## src/rtl/pktgen_pkg.sv

```systemverilog
// Shared definitions for the packet generator and its checker: FSM states,
// the largest legal packet length and the last-beat byte-enable rule.
package pktgen_pkg;

    typedef enum logic [1:0] {
        IDLE = 2'd0,
        SEND = 2'd1,
        GAP  = 2'd2
    } state_t;

    localparam int MAX_LEN    = 9600;
    localparam int KEEP_MAX_W = 256;

    // Low 'rem' bytes enabled; rem==0 means a full beat.
    function automatic logic [KEEP_MAX_W-1:0] keep_mask(input logic [15:0] rem);
        logic [KEEP_MAX_W-1:0] m;
        if (rem == 16'd0) begin
            m = '1;
        end else begin
            m = (KEEP_MAX_W'(1) << rem) - KEEP_MAX_W'(1);
        end
        return m;
    endfunction

endpackage

```

## src/rtl/packet_gen_if.sv

```systemverilog
// AXI-Stream beat bundle between the packet generator and its sink.
interface packet_gen_if #(
    parameter int DW = 512
);
    logic [DW-1:0]   tdata;
    logic [DW/8-1:0] tkeep;
    logic            tlast;
    logic            tvalid;
    logic            tready;

    modport master (output tdata, tkeep, tlast, tvalid, input tready);
    modport slave  (input tdata, tkeep, tlast, tvalid, output tready);
endinterface

```

## src/rtl/pktgen_lane_fill.sv

```systemverilog
// Expands a 16-bit pattern value v into a full beat whose lane i carries v+i.
module pktgen_lane_fill #(
    parameter int DW = 512
) (
    input  logic [15:0]   v_i,
    output logic [DW-1:0] data_o
);
    import pktgen_pkg::*;

    localparam int LANES = DW / 16;

    always_comb begin
        data_o = '0;
        for (int i = 0; i < LANES; i++) begin
            data_o[16*i +: 16] = v_i + 16'(i);
        end
    end
endmodule

```

## src/rtl/packet_gen.sv

```systemverilog
// AXI-Stream packet generator: on an accepted start it emits packet_count packets
// of packet_len bytes of an incrementing 16-bit lane pattern, with optional gaps.
module packet_gen #(
    parameter int DW      = 512,
    parameter int MAX_LEN = pktgen_pkg::MAX_LEN
) (
    input  logic         clk,
    input  logic         resetn,
    input  logic [15:0]  packet_len,
    input  logic [31:0]  packet_count,
    input  logic [15:0]  idle_cycles,
    input  logic [15:0]  initial_value,
    input  logic         start,
    output logic         busy,
    packet_gen_if.master axis
);
    import pktgen_pkg::*;

    localparam int BYTES = DW / 8;
    localparam int LANES = DW / 16;

    state_t                state_q;
    logic                  busy_q;
    logic [31:0]           pkts_left_q;
    logic [15:0]           idle_q;
    logic [15:0]           gap_ctr_q;
    logic [15:0]           beat_ctr_q;
    logic [15:0]           last_idx_q;
    logic [BYTES-1:0]      keep_last_q;
    logic [15:0]           v_q;
    logic [DW-1:0]         tdata_q;
    logic [BYTES-1:0]      tkeep_q;
    logic                  tlast_q;
    logic                  tvalid_q;

    logic                  start_ok;
    logic                  hs;
    logic [15:0]           beats_d;
    logic [15:0]           rem_d;
    logic [KEEP_MAX_W-1:0] keep_start_full_d;
    logic [BYTES-1:0]      keep_start_d;
    logic [15:0]           v_next_d;
    logic [15:0]           fill_v_d;
    logic [DW-1:0]         fill_data_d;
    logic                  first_is_last;
    logic                  next_is_last;
    logic                  unused_keep;

    assign start_ok = start && (state_q == IDLE) && (packet_count != 32'd0) &&
                      (packet_len != 16'd0) && (32'(packet_len) <= 32'(MAX_LEN));
    assign hs       = tvalid_q && axis.tready;

    assign beats_d           = 16'((32'(packet_len) + 32'(BYTES) - 32'd1) / 32'(BYTES));
    assign rem_d             = 16'(32'(packet_len) % 32'(BYTES));
    assign keep_start_full_d = keep_mask(rem_d);
    assign keep_start_d      = keep_start_full_d[BYTES-1:0];
    assign unused_keep       = ^keep_start_full_d[KEEP_MAX_W-1:BYTES];

    assign v_next_d      = v_q + 16'(LANES);
    assign first_is_last = (last_idx_q == 16'd0);
    assign next_is_last  = ((beat_ctr_q + 16'd1) == last_idx_q);

    // v_q always holds the pattern value of the beat on (or about to be on) the bus.
    always_comb begin
        fill_v_d = v_q;
        case (state_q)
            IDLE:    fill_v_d = initial_value;
            SEND:    fill_v_d = v_next_d;
            default: fill_v_d = v_q;
        endcase
    end

    pktgen_lane_fill #(.DW(DW)) u_fill (
        .v_i    (fill_v_d),
        .data_o (fill_data_d)
    );

    always_ff @(posedge clk or negedge resetn) begin
        if (!resetn) begin
            state_q     <= IDLE;
            busy_q      <= 1'b0;
            pkts_left_q <= '0;
            idle_q      <= '0;
            gap_ctr_q   <= '0;
            beat_ctr_q  <= '0;
            last_idx_q  <= '0;
            keep_last_q <= '0;
            v_q         <= '0;
            tdata_q     <= '0;
            tkeep_q     <= '0;
            tlast_q     <= 1'b0;
            tvalid_q    <= 1'b0;
        end else begin
            case (state_q)
                IDLE: begin
                    if (start_ok) begin
                        state_q     <= SEND;
                        busy_q      <= 1'b1;
                        pkts_left_q <= packet_count;
                        idle_q      <= idle_cycles;
                        last_idx_q  <= beats_d - 16'd1;
                        keep_last_q <= keep_start_d;
                        v_q         <= initial_value;
                        beat_ctr_q  <= '0;
                        tvalid_q    <= 1'b1;
                        tdata_q     <= fill_data_d;
                        tlast_q     <= (beats_d == 16'd1);
                        tkeep_q     <= (beats_d == 16'd1) ? keep_start_d : '1;
                    end
                end
                SEND: begin
                    if (hs) begin
                        v_q <= v_next_d;
                        if (tlast_q) begin
                            beat_ctr_q <= '0;
                            if (pkts_left_q == 32'd1) begin
                                state_q  <= IDLE;
                                busy_q   <= 1'b0;
                                tvalid_q <= 1'b0;
                                tlast_q  <= 1'b0;
                            end else begin
                                pkts_left_q <= pkts_left_q - 32'd1;
                                if (idle_q != 16'd0) begin
                                    state_q   <= GAP;
                                    gap_ctr_q <= idle_q;
                                    tvalid_q  <= 1'b0;
                                    tlast_q   <= 1'b0;
                                end else begin
                                    tdata_q <= fill_data_d;
                                    tlast_q <= first_is_last;
                                    tkeep_q <= first_is_last ? keep_last_q : '1;
                                end
                            end
                        end else begin
                            beat_ctr_q <= beat_ctr_q + 16'd1;
                            tdata_q    <= fill_data_d;
                            tlast_q    <= next_is_last;
                            tkeep_q    <= next_is_last ? keep_last_q : '1;
                        end
                    end
                end
                GAP: begin
                    gap_ctr_q <= gap_ctr_q - 16'd1;
                    if (gap_ctr_q == 16'd1) begin
                        state_q  <= SEND;
                        tvalid_q <= 1'b1;
                        tdata_q  <= fill_data_d;
                        tlast_q  <= first_is_last;
                        tkeep_q  <= first_is_last ? keep_last_q : '1;
                    end
                end
                default: state_q <= IDLE;
            endcase
        end
    end

    assign busy        = busy_q;
    assign axis.tdata  = tdata_q;
    assign axis.tkeep  = tkeep_q;
    assign axis.tlast  = tlast_q;
    assign axis.tvalid = tvalid_q;
endmodule

```

## src/flat_wrapper.sv

```systemverilog
// flat-port wrapper written by rule: the top's interface ports become plain ports
module packet_gen_flat import pktgen_pkg::*;
#(
    parameter int DW      = 512,
    parameter int MAX_LEN = pktgen_pkg::MAX_LEN
)
  (clk, resetn, packet_len, packet_count, idle_cycles, initial_value, start, busy, axis_tdata, axis_tkeep, axis_tlast, axis_tvalid, axis_tready);
  packet_gen_if #(.DW(DW)) axis_i ();
  input  logic clk;
  input  logic resetn;
  input  logic [15:0] packet_len;
  input  logic [31:0] packet_count;
  input  logic [15:0] idle_cycles;
  input  logic [15:0] initial_value;
  input  logic start;
  output logic busy;
  output wire logic [$bits(axis_i.tdata)-1:0] axis_tdata;
  output wire logic [$bits(axis_i.tkeep)-1:0] axis_tkeep;
  output wire logic [$bits(axis_i.tlast)-1:0] axis_tlast;
  output wire logic [$bits(axis_i.tvalid)-1:0] axis_tvalid;
  input wire logic [$bits(axis_i.tready)-1:0] axis_tready;
  assign axis_tdata = axis_i.tdata;
  assign axis_tkeep = axis_i.tkeep;
  assign axis_tlast = axis_i.tlast;
  assign axis_tvalid = axis_i.tvalid;
  assign axis_i.tready = axis_tready;
  packet_gen #(.DW(DW), .MAX_LEN(MAX_LEN)) u_core (.clk(clk), .resetn(resetn), .packet_len(packet_len), .packet_count(packet_count), .idle_cycles(idle_cycles), .initial_value(initial_value), .start(start), .busy(busy), .axis(axis_i));
endmodule
```

## config.mk

```make
export PLATFORM = sky130hd
export DESIGN_NAME = packet_gen_flat
export DESIGN_NICKNAME = d
export VERILOG_FILES = /design/src/rtl/pktgen_pkg.sv /design/src/rtl/packet_gen_if.sv /design/src/rtl/pktgen_lane_fill.sv /design/src/rtl/packet_gen.sv /design/src/flat_wrapper.sv
export SDC_FILE = /design/constraint.sdc
export NUM_CORES = 2
export LEC_CHECK = 0
export CORE_ASPECT_RATIO = 1.2
export CORE_UTILIZATION = 50
export DETAILED_ROUTE_END_ITERATION = 10
export GPL_TIMING_DRIVEN = 0
export PLACE_DENSITY = 0.77
export REMOVE_ABC_BUFFERS = 1
export SYNTH_ARGS = -nofsm -noshare
export SYNTH_HDL_FRONTEND = slang
export SYNTH_SLANG_ARGS = --single-unit
```

## constraint.sdc

```tcl
create_clock -name clk -period 11.3 [get_ports clk]
set_input_delay 3.39 -clock clk [delete_from_list [all_inputs] [get_ports clk]]
set_output_delay 3.39 -clock clk [all_outputs]
set_load 0.05 [all_outputs]
```

==> impl_metrics.py <==
metrics = {
    "outcome": {
        "run_status": "completed",
    },
    "logic_synthesis": {
        "syn_area_per_cell_um2": 8.59,
        "synth-seq-cells": 659,
        "synth.area.top_cells": "dfrtp_1 46%, nand2_1 8.1%, o21ai_0 8.0%, xnor2_1 7.1%, a21oi_1 3.5%",
        "synth_cells": 4160,
        "yosysWarningCount": 0,
        "yosys.area.top_type": "dfrtp_1",
        "synth_top_area_frac": 0.461,
        "yosysSeqAreaShare": 0.461,
        "synthTopCellsByCount": "768 x nand2_1, 659 x dfrtp_1, 573 x o21ai_0",
        "synth_edf_count": 0,
        "yosysMostFrequentCell": "nand2_1",
        "synth_flop_cell": "dfrtp_1",
        "async_flop_share": 1.00,
        "syn_area_um2": 35700,
        "ys_types": 91,
    },
    "job": {
        "cap_violations": 0,
    },
    "routing": {
        "vias": 32400,
        "drt_pre_antenna_iters": 6,
        "drc_errors": 0,
        "post_drt_wl_per_cell_um": 22.4,
        "top_layer": "met5",
        "wl_met1_um": 47000,
        "avgViaCountPerCell": 5.90,
        "routed-wl-met3_um": 9240,
        "drt-initial-drc-count": 2962,
        "drtAntennaViolNets": 0,
        "wl_met2_um": 60500,
        "totalWireLength_um": 123000,
    },
    "timing": {
        "period_minus_slack_ns": 8.73,
        "holdWs_ns": 0.465,
        "slew_headroom": 0.0400,
        "tightestPinTransition_ns": 1.43,
        "max_clock_freq_mhz": 115,
        "hold_viol": 0,
        "clock_skew_ns": 0.0207,
        "rsz0062_at_grt": "false",
        "period_share": 0.773,
        "drv_slew": 0,
        "setup_violations": 0,
    },
    "global_route": {
        "grt_use_total": 0.329,
        "grt_pass1_wl_um": 183000,
        "grt_max_degree": 115,
        "overflow": 0,
        "antenna_found_initial": 7,
        "first_global_vias": 30100,
    },
    "place": {
        "place.gp.congestion": 0.959,
        "numPortBuffers": 662,
        "dp_hpwl_um": 86400,
        "dp_cells": 5366,
    },
    "cts": {
        "clockRootBuffer": "clkbuf_16",
        "h-tree-depth": 3,
        "clock-sinks": 659,
        "cts_max_path_buffers": 3,
        "post_cts_buffers": 0,
        "cts_buffers": 70,
        "worstSkewPairLatency_ns": 0.61,
        "cts_resized": 0,
        "cts_tree": "yes",
        "ctsHoldBuffers": 0,
        "clk_pin_slew_ns": 0.06,
    },
    "final_layout": {
        "num-nets-final": 4631,
        "drive_gt1_frac": 0.0487,
        "utilization": 0.631,
        "fin_cells": 5486,
        "fillCellCount": 5935,
        "area_growth_pct": 25.1,
    },
    "setup_path": {
        "path_cells": "clkdlybuf4s50_1 -> or3_1 -> nor2_8 -> inv_2 -> o211ai_1 -> o31ai_1 -> nand3_4 -> buf_16 -> buf_16 -> buf_12 -> nor2_2 -> mux2i_1 -> nand2_1",
        "arrival_ns": 9.28,
        "critPathMaxFanout": 84,
        "path_class": "primary input to register",
        "cp_common_cell": "buf_16",
        "crit_family": "buffers and inverters",
        "end_kind": "register",
        "slowest_delay_ns": 1.25,
        "crit_path_start_kind": "primary input",
        "required_ns": 11.84,
        "critical_path.slowest_cell": "clkdlybuf4s50_1",
        "crit_buf_inv": 5,
    },
    "floorplanning": {
        "io_pins": 663,
        "fp.dieH_um": 295,
        "fp.dieW_um": 246,
        "dieArea_um2": 72600,
        "initial_core_util": 0.505,
        "core-area_um2": 70800,
        "rows": 107,
    },
    "hold_path": {
        "hold_class": "register to register",
    },
}
state kept, by name (all words and copies together), names as in the netlist:
register and cells:
u_core.keep_last_q 64, u_core.busy 1, u_core.axis.tkeep 64, u_core.pkts_left_q 32, u_core.gap_ctr_q 16, u_core.idle_q 16, u_core.beat_ctr_q 16, u_core.axis.tdata 414
u_core.last_idx_q 16, u_core.axis.tvalid 1, u_core.state_q 2, u_core.v_q 16, u_core.axis.tlast 1
final timing paths:
check / slack [ns] / depth (start not counted) / endpoint / startpoint
max reg2reg: 4.75 / 12 / u_core.axis.tdata[445] / u_core.state_q[1]
min: 0.46 / 2 / u_core.axis.tdata[254] / u_core.axis.tdata[254]
max in group asynchronous: 6.81 / 3 / u_core.pkts_left_q[27] / resetn
max: 2.57 / 13 / u_core.axis.tdata[317] / packet_len[5]
min in group asynchronous: 2.85 / 1 / u_core.axis.tdata[249] / resetn
min reg2reg: 0.46 / 2 / u_core.axis.tdata[254] / u_core.axis.tdata[254]
cell type report:
| type | instances | area [um^2] | share of cell area |
|---|---|---|---|
| Clock inverter | 20 | 164 | 0.00367 |
| Clock buffer | 95 | 1980 | 0.0442 |
| Sequential cell | 659 | 16500 | 0.369 |
| Multi-Input combinational cell | 3033 | 17200 | 0.384 |
| Inverter | 43 | 161 | 0.00361 |
| Antenna cell | 4 | 10.0 | 0.000224 |
| Tap cell | 926 | 1160 | 0.0259 |
| Timing Repair Buffer | 706 | 7580 | 0.170 |
metal layers:
metal	global-route usage	vias up
met3	0.0668	294
met4	0.161	6
met1	0.397	15900
met5	0	-
li1	-	14900
met2	0.557	1309
metrics by stage:
stage               setup WS [ns]  setup TNS (ns)  instance area, um^2
global placement           -24.57               -                41400
finish                       2.57               0                44700
CTS                          2.58               0                44700
detailed placement           1.95               0                42500
global route                 2.29               0                44700
floorplan                  -12.47        -4239.58                33600
tightest hold or removal path, cell delays in order (launching register included):
cell and delay [ns]:
dfrtp_1 0.34, nand2_1 0.05, nand2_1 0.05
layout by cell type, fill, tap and decap left out, drive strengths merged, types with 34 or more instances in the layout:
cell	n
nand2	768
clkdlybuf4s50	661
dfrtp	659
o21ai	584
nor2	321
xnor2	288
a21oi	251
nand3	103
clkbuf	95
nor3	62
a22oi	60
o22ai	55
mux2i	51
inv	45
buf	45
nor4	40
xor2	34
ha	34
cells by family (layout without fill, tap and decap cells):
group                      Yosys count  in the layout  synth area share
adders and majority gates           34             34            0.0119
other                                0              4                 0
xor gates and xnor gates           322            322            0.0791
DFF                                659            659             0.461
muxes                               56             56            0.0159
AOI/OAI and AO/OA                 1173           1173             0.192
buffers and inverters              468            864            0.0637
and+or+nand+nor                   1448           1448             0.176
Power is not shown: default switching activity piles up to over one toggle a cycle in this logic, so the estimate is an artifact.
